## config.mk

```make
export PLATFORM = sky130hd
export DESIGN_NAME = rom_arbiter
export DESIGN_NICKNAME = d
export VERILOG_FILES = /design/src/rtl/rom_arb_pkg.sv /design/src/rtl/rom_arb_sel.sv /design/src/rtl/rom_arbiter.sv
export SDC_FILE = /design/constraint.sdc
export NUM_CORES = 1
export LEC_CHECK = 0
export BUFFER_PORTS_ARGS = -buffer_cell sky130_fd_sc_hd__buf_4
export CORE_ASPECT_RATIO = 0.7
export CORE_MARGIN = 3
export CORE_UTILIZATION = 49
export DETAILED_ROUTE_END_ITERATION = 8
export PLACE_DENSITY = 0.8
export SLEW_MARGIN = 10
export SYNTH_ARGS = -nofsm -noshare
export SYNTH_HDL_FRONTEND = slang
export SYNTH_SLANG_ARGS = --single-unit
```

## constraint.sdc

```tcl
create_clock -name clk -period 3 [get_ports clk]
set_input_delay 0.9 -clock clk [delete_from_list [all_inputs] [get_ports clk]]
set_output_delay 0.9 -clock clk [all_outputs]
set_load 0.05 [all_outputs]
```

## src/rtl/rom_arb_pkg.sv

```systemverilog
// Shared defaults and types for the two-port ROM arbiter.
package rom_arb_pkg;
  localparam int ADDR_W_DEF   = 14;
  localparam int DATA_W_DEF   = 8;
  localparam int LOCK_MAX_DEF = 16;

  typedef logic rid_t;
endpackage

```

## src/rtl/rom_arb_sel.sv

```systemverilog
// Winner selection: round-robin with lock bursts capped at LOCK_MAX.
// ROM_ARB_FIXED_PRIO_EN: requester 0 has priority, and only requester 1 may lock.
module rom_arb_sel
  import rom_arb_pkg::*;
#(
  parameter int LOCK_MAX = LOCK_MAX_DEF
) (
  input  logic       clk,
  input  logic       rst_n,
  input  logic [1:0] req,
  input  logic [1:0] lock,
  output logic       gnt,
  output rid_t       gnt_id
);
  localparam logic [7:0] LMAX = 8'(LOCK_MAX);

  // prev_id is also the round-robin pointer; its reset value of 1 favours requester 0.
  logic       prev_vld;
  rid_t       prev_id;
  logic [7:0] cnt;
  logic       hold;

  always_comb begin
`ifdef ROM_ARB_FIXED_PRIO_EN
    hold = prev_vld && prev_id && req[1] && lock[1] && !(cnt >= LMAX && req[0]);
`else
    hold = prev_vld && req[prev_id] && lock[prev_id] && !(cnt >= LMAX && req[~prev_id]);
`endif
    gnt    = rst_n & (|req);
    gnt_id = rid_t'(req[1]);
    if (hold)
      gnt_id = prev_id;
    else if (&req)
`ifdef ROM_ARB_FIXED_PRIO_EN
      gnt_id = 1'b0;
`else
      gnt_id = ~prev_id;
`endif
  end

  // cnt counts consecutive grants to the current owner. A new owner restarts it at 1.
  always_ff @(posedge clk or negedge rst_n) begin
    if (!rst_n) begin
      prev_vld <= 1'b0;
      prev_id  <= 1'b1;
      cnt      <= '0;
    end else begin
      prev_vld <= gnt;
      if (gnt) begin
        prev_id <= gnt_id;
        if (prev_vld && gnt_id == prev_id && lock[gnt_id])
          cnt <= (cnt >= LMAX) ? LMAX : cnt + 8'd1;
        else
          cnt <= 8'd1;
      end else begin
        cnt <= '0;
      end
    end
  end
endmodule

```

## src/rtl/rom_arbiter.sv

```systemverilog
// Two-requester arbiter in front of a 1-cycle registered ROM; read data returns 2 cycles after ack.
// ROM_ARB_FIXED_PRIO_EN selects fixed priority. Its logic is in rom_arb_sel.
module rom_arbiter
  import rom_arb_pkg::*;
#(
  parameter int ADDR_W   = ADDR_W_DEF,
  parameter int DATA_W   = DATA_W_DEF,
  parameter int LOCK_MAX = LOCK_MAX_DEF
) (
  input  logic              clk,
  input  logic              rst_n,
  input  logic              req0,
  input  logic              req1,
  input  logic              lock0,
  input  logic              lock1,
  input  logic [ADDR_W-1:0] addr0,
  input  logic [ADDR_W-1:0] addr1,
  output logic              ack0,
  output logic              ack1,
  output logic              rvalid0,
  output logic              rvalid1,
  output logic [DATA_W-1:0] rdata0,
  output logic [DATA_W-1:0] rdata1,
  output logic [ADDR_W-1:0] rom_a,
  input  logic [DATA_W-1:0] rom_dout
);
  localparam int STAGES = 2;

  logic              gnt;
  rid_t              gnt_id;
  logic [ADDR_W-1:0] addr_q;
  logic [STAGES:1]   vld_pipe;
  rid_t [STAGES:1]   id_pipe;

  rom_arb_sel #(.LOCK_MAX(LOCK_MAX)) u_sel (
    .clk    (clk),
    .rst_n  (rst_n),
    .req    ({req1, req0}),
    .lock   ({lock1, lock0}),
    .gnt    (gnt),
    .gnt_id (gnt_id)
  );

  assign ack0    = gnt & ~gnt_id;
  assign ack1    = gnt & gnt_id;
  assign rom_a   = gnt ? (gnt_id ? addr1 : addr0) : addr_q;
  assign rvalid0 = vld_pipe[STAGES] & ~id_pipe[STAGES];
  assign rvalid1 = vld_pipe[STAGES] & id_pipe[STAGES];

  // Stage 1 lines up with rom_dout. Stage 2 holds the registered return.
  always_ff @(posedge clk or negedge rst_n) begin
    if (!rst_n) begin
      addr_q   <= '0;
      vld_pipe <= '0;
      id_pipe  <= '0;
      rdata0   <= '0;
      rdata1   <= '0;
    end else begin
      addr_q   <= rom_a;
      vld_pipe <= {vld_pipe[STAGES-1:1], gnt};
      id_pipe  <= {id_pipe[STAGES-1:1], gnt_id};
      if (vld_pipe[STAGES-1] && !id_pipe[STAGES-1]) rdata0 <= rom_dout;
      if (vld_pipe[STAGES-1] &&  id_pipe[STAGES-1]) rdata1 <= rom_dout;
    end
  end
endmodule
```

# After elaboration in Yosys (flattened, before gate mapping)
# Cells that the tools add are included.
[classes] addsub=1 magnitude_cmp=4 eq_ne=1 muxes=15 bitwise=8 n_reduce_logical=12
[ops] op="$mux W14" count=2
[ops] op="$mux W8" count=3
[ops] op="$mux W1" count=10
[ops] op="$add A8 B1 Y8 const B" count=1
[ops] op="$ge A8 B5 Y1 const B" count=1
[ops] op="$logic_and A1 B1 Y1" count=8
[ops] op="$lt A1 B2 Y1 const B" count=3
[ops] op="$and A1 B1 Y1" count=5
[ops] op="$not A1 Y1" count=3
[ops] op="$logic_not A1 Y1" count=2
[ops] op="$reduce_and A2 Y1" count=1
[ops] op="$reduce_or A2 Y1" count=1
[ops] op="$eq A1 B1 Y1" count=1
[totals] regBits=44 input_bits=42 output_inout_bits=34 elab_cells=49

# Logic depth before layout (Yosys ltp)
[logic_depth] depth_word=12 ltp_mapped=6 mapped_depth_nobuf=4

# Cells and area by module
# Synthesis repeated with hierarchy kept, for this count alone.
[hier_totals] hier_cells=157 area_unflattened_um2=1958.1
[modules_own_cells] module="rom_arbiter" instances=1 cells_each=104 area_per_inst_um2=1423.9 seq_area_each_um2=850.8
[modules_own_cells] module="rom_arb_sel" instances=1 cells_each=53 area_per_inst_um2=534.3 seq_area_each_um2=251.5

# Worst setup path before layout
# No wires, ideal clock.
[synth_timing] path_kind="input to output" startpoint="input req0" endpoint="output rom_a[4]" arrival_ns=2.283 required_ns=2.100 slack_ns=-0.183 stages=6 path_buffers=2 cell_sequence="buf_2 -> nor2b_1 -> clkbuf_1 -> a32oi_1 -> o21ai_0 -> a221o_1"
[synth_between] elab_chain_cells=8 elab_cells_between_ends=16 classes_between="8 x mux; 1 x bitwise; 7 x reduce/logical"
[synth_rtl] element="start, declared" line="rom_arbiter.sv:12" source="input logic req0,"
[synth_rtl] element="$mux W1 (not written as such) (2 in a row)" line="rom_arb_sel.sv:27" source="hold = prev_vld && req[prev_id] && lock[prev_id] && !(cnt >= LMAX && req[~prev_id]);"
[synth_rtl] element="$logic_and A1 B1 Y1" line="rom_arb_sel.sv:27"
[synth_rtl] element="$logic_and A1 B1 Y1 or $logic_not A1 Y1 (tied branches)" line="rom_arb_sel.sv:27"
[synth_rtl] element="$logic_and A1 B1 Y1" line="rom_arb_sel.sv:27"
[synth_rtl] element="$mux W1" line="rom_arb_sel.sv:31" source="if (hold)"
[synth_rtl] element="$mux W14" line="rom_arbiter.sv:46" source="assign rom_a = gnt ? (gnt_id ? addr1 : addr0) : addr_q;"
[synth_rtl] element="$mux W14 (*)" line="rom_arbiter.sv:46"
[synth_rtl] element="end, declared" line="rom_arbiter.sv:24" source="output logic [ADDR_W-1:0] rom_a,"
# Mark *: on every way between the ends. The rest lies on a longest branch, timed or not. The select of a mux whose other input is x is not followed.

# Final worst setup path
[layout_timing] startpoint="register u_sel.cnt[5]" endpoint="output rom_a[12]"
[layout_between] elab_chain_cells=7
[layout_rtl] element="start, declared" line="rom_arb_sel.sv:20" source="logic [7:0] cnt;"
[layout_rtl] element="start signal, assigned" line="rom_arb_sel.sv:52" source="cnt <= (cnt >= LMAX) ? LMAX : cnt + 8'd1;"
[layout_rtl] element="$ge A8 B5 Y1" line="rom_arb_sel.sv:27"
[layout_rtl] element="$logic_and A1 B1 Y1" line="rom_arb_sel.sv:27"
[layout_rtl] element="$logic_not A1 Y1" line="rom_arb_sel.sv:27"
[layout_rtl] element="$logic_and A1 B1 Y1" line="rom_arb_sel.sv:27"
[layout_rtl] element="$mux W1" line="rom_arb_sel.sv:31"
[layout_rtl] element="$mux W14 (2 in a row)" line="rom_arbiter.sv:46"
# Every way passes these cells.

==> reports/results.env <==
RSZ_0062_RAISED_AFTER_GLOBAL_ROUTING='yes'
SYNTH_TOP_CELLS_BY_COUNT='sky130_fd_sc_hd__dfrtp_1 (42), sky130_fd_sc_hd__nand2_1 (27), sky130_fd_sc_hd__inv_1 (20), sky130_fd_sc_hd__o21ai_0 (15), sky130_fd_sc_hd__a32oi_1 (14)'
P_SW_uW=718
POSTSYNTH.TOPFLOPCELL='sky130_fd_sc_hd__dfrtp_1'
CRIT_PATH_KIND='flip-flop to output port'
POST-SYNTH-TOP-COUNT-CELL='sky130_fd_sc_hd__dfrtp_1'
FP.DIEW_UM=82.9
COMB_POWER_SHARE_PCT=41.8
VIASPERCELL=5.49
ROWS=18
TIMING_HOLD_VIOLATIONS_FINAL=0
PEAKVDDDROP_uV=384
POST_SYNTH_MAIN_AREA_CONTRIBUTORS='sky130_fd_sc_hd__dfrtp_1 (52%), sky130_fd_sc_hd__a32oi_1 (6.1%), sky130_fd_sc_hd__nand2_1 (5.0%)'
PATH_CLK_SLEW_NS=0.08
CP-END-KIND='output port'
SW_FRAC_OF_TOTAL_PCT=38.9
SYN_INST=187
YOSYS.AREA.TOP_TYPE='sky130_fd_sc_hd__dfrtp_1'
CORE_AREA_UM2=3740
SYNTHARSTFLOPSHARE_PCT=100
CRIT_PATH_CELL_TRACE='nor4_4, buf_4, a31oi_4, o211a_4, a221o_2, buf_8'
SETUP-VIOLATIONS-FINAL=14
CTS_HOLD_BUFFERS=0
GLOBAL_ROUTE_WIRE_LENGTH_BEFORE_REPAIR_UM=8710
WORST_SLEW_MARGIN_REL_PCT=58.5
LAYOUT.FILLER_CELLS=239
CRITICAL_PATH.STARTPOINT_TYPE='flip-flop'
YOSYSTOPAREACELLSHARE_PCT=51.9
POST_SYNTH.CELL_AREA_AVG_UM2=10.8
NUM-NETS-FINAL=320
HOLD_PATH_DEPTH=0
DR.PASS1.ITERS=4
POWER.SHARE.SEQUENTIAL_PCT=39.0
PWR_DENSITY_CELL_nW_PER_UM2=612
GP_CONGESTION=0.844
CTS_NUM_SINKS=43
INITIAL_CORE_UTIL_PCT=54.2
CRIT_REG_REG_STARTPOINT='u_sel.cnt[5]'
OUTCOME='complete, but fails checks'
SYNTH_SEQUENTIAL_AREA_RATIO_PCT=53.2
DETAILED_PLACE.AREA_UM2=2750
CRIT_ARRIVAL_NS=2.17
POST_ROUTE_CELLS_DRIVE_ABOVE_1_SHARE_PCT=48.0
VIA_COUNT=1794
SHARE_CLK_OF_TOTAL_POWER_PCT=19.2
SYNTH_ENABLE_FLOP_CELLS=0
WORST_PATH_MAX_DELAY_CELL='sky130_fd_sc_hd__dfrtp_1'
CRITICAL_PATH_REQUIRED_TIME_NS=2.10
CELL_FAMILY_CONTRIBUTING_THE_MOST_DELAY_ON_THE_CRITICAL_PATH='compound AO/OA/AOI/OAI gates'
RR_ENDPOINT='addr_q[12]'
AREA_GROWTH_SYN_TO_LAYOUT_PCT=48.7
FAILED_CHECKS='setup timing'
PLACE_WORST_SETUP_SLACK_NS=-0.392
FIN_AREA_UM2=3010
WORST_SLACK_NS=-0.0695
TIGHTEST_SLEW_NS=0.622
FINAL_MIN_PERIOD_OVER_CLOCK_PERIOD_PCT=102
FINALWIRELENGTH_UM=5350
CP_NUM_BUF_INV=2
HOLD_START='id_pipe[1]'
CRITPATHMAXSTAGEDELAY_NS=0.40
TIMING.FINAL.MAX_SLEW_VIOLATIONS=0
CTS-BUFFERS-INSERTED=5
CTSROOTBUFFERMASTER='sky130_fd_sc_hd__clkbuf_8'
GR-TOTAL-OVERFLOW=0
CLKLATENCYLATEPIN_NS=0.29
PIN_COUNT=76
DIEAREA_UM2=4950
YOSYS_WARNINGS=0
ANTENNA_FOUND_INITIAL=0
FINAL_CORE_UTIL_PCT=80.6
WORST_R2R_PATH_DEPTH=6
POST-ROUTE-DRC-COUNT=0
TIMING.FMAX_GHz=0.326
GRT.TOTAL_USAGE_PCT=21.9
HP-CLASS='flip-flop to flip-flop'
CLOCK_TREE.HTREE_LEVEL_COUNT=2
GRT_START_MAX_NET_PINS=31
FP.DIEH_UM=59.8
CRITICAL_PATH.MAX_FANOUT=7
DETAIL_ROUTE.ITER0.VIOLATIONS=80
YS_SEQ_ELEMENTS=43
WORST_CLOCK_SKEW_NS=0.00835
MAPPEDNETLISTAREA_UM2=2030
WORST_HOLD_END='id_pipe[2]'
DETAILEDPLACEMENTHPWL_UM=3850
POST_DRT_WL_PER_CELL_UM=16.4
MAX_CAP_VIOL_COUNT=0
ANTENNADIODECOUNT=0
CTS.PATH.MAX_BUFFERS=2
CTS_TREE='yes'
P_LEAK_nW=1.45
PERIOD_MINUS_SLACK_NS=3.07
R2R_SETUP_SLACK_NS=1.04
VIAS_IN_THE_FIRST_GLOBAL_ROUTE=1781
PORT_BUFFERS=75
P_INT_mW=1.13
SYNTH.LIB_CELLS_USED.DISTINCT=38
ANTENNA_VIOLATING_NETS_POST_ROUTE=0
-- logic make-up (layout without fill, tap and decap cells) --
kind of cell | Yosys count | in the layout | share of synthesized area [%]
AO/OA/AOI/OAI | 55 | 56 | 22.5
XOR/XNOR | 2 | 2 | 0.865
adder cells (fa/ha/maj) | 2 | 2 | 1.24
buffers and inverters | 31 | 118 | 6.61
flip-flops | 43 | 43 | 53.2
multiplexers | 8 | 8 | 4.45
other | 1 | 3 | 0.185
AND/OR/NAND/NOR | 45 | 45 | 10.9
-- worst max path at each step --
stage | startpoint | end | slack, ns | cells past startpoint
final | u_sel.cnt[5] | rom_a[12] | -0.07 | 6
after global routing | u_sel.cnt[5] | rom_a[12] | -0.15 | 6
after CTS | u_sel.cnt[5] | rom_a[12] | -0.05 | 6
after detailed placement | req1 | rom_a[12] | -0.39 | 6
after global placement | req1 | rom_a[1] | -0.38 | 6
after floorplan | req0 | rom_a[3] | 0.01 | 6
-- through the flow --
stage               total power [mW]  TNS, ns  cells  hold WS [ns]
floorplan                       1.19        0    189         0.349
global placement                1.41    -5.02    314         0.398
detailed placement              1.43    -4.98    314         0.402
CTS                             1.85   -0.549    327         0.422
global route                    1.92    -1.99    327         0.431
finish                          1.85   -0.829    327         0.425
-- sequential cells by signal, indices dropped and copies added (netlist names) --
signal and cells:
rdata0 8, id_pipe 2, rdata1 8, u_sel.prev_id 1
vld_pipe 2, addr_q 14, u_sel.cnt 8
-- power groups by stage --
stage                     sequential [mW]  clock [mW]  combinational, mW
after global placement              0.725           0              0.688
after CTS                           0.719       0.363              0.770
after detailed placement            0.729           0              0.699
after floorplan                     0.875           0              0.310
after global routing                0.730       0.382              0.810
final                               0.720       0.354              0.772
-- layout by cell type, fill, tap and decap left out, drive strengths merged, types with 2 or more instances in the layout --
cell / count
buf: 90
dfrtp: 42
nand2: 27
inv: 20
o21ai: 15
a32oi: 14
a221o: 14
mux2: 8
clkbuf: 6
nor2: 5
conb: 3
a31oi: 3
nor2b: 3
nand2b: 2
o211a: 2
ha: 2
a211oi: 2
-- layout make-up --
class / instances / area [um2] / area share, %
timing repair buffer: 90 / 818 / 27.2
tap: 50 / 62.6 / 2.08
sequential: 43 / 1080 / 35.8
multi-input combinational: 116 / 895 / 29.7
inverter: 20 / 75.1 / 2.49
clock inverter: 2 / 12.5 / 0.415
clock buffer: 6 / 72.6 / 2.41
-- routing by layer --
layer	track usage (%)	part of all wire, %	vias to the layer above
met5	0	0	-
met2	35.5	47	63
met1	30.9	46	873
met3	5.79	6.7	4
met4	3.03	0.47	0
li1	-	-	854
-- timing repair --
action | 4_1_cts | 5_1_grt
buffers inserted | 4 | 0
cloned | 1 | 0
gates resized for setup | 33 | 2
pin swaps | 18 | 0
endpoints found under the setup margin | 14 | 15
Note: power is estimated with default switching activity, not from simulation.
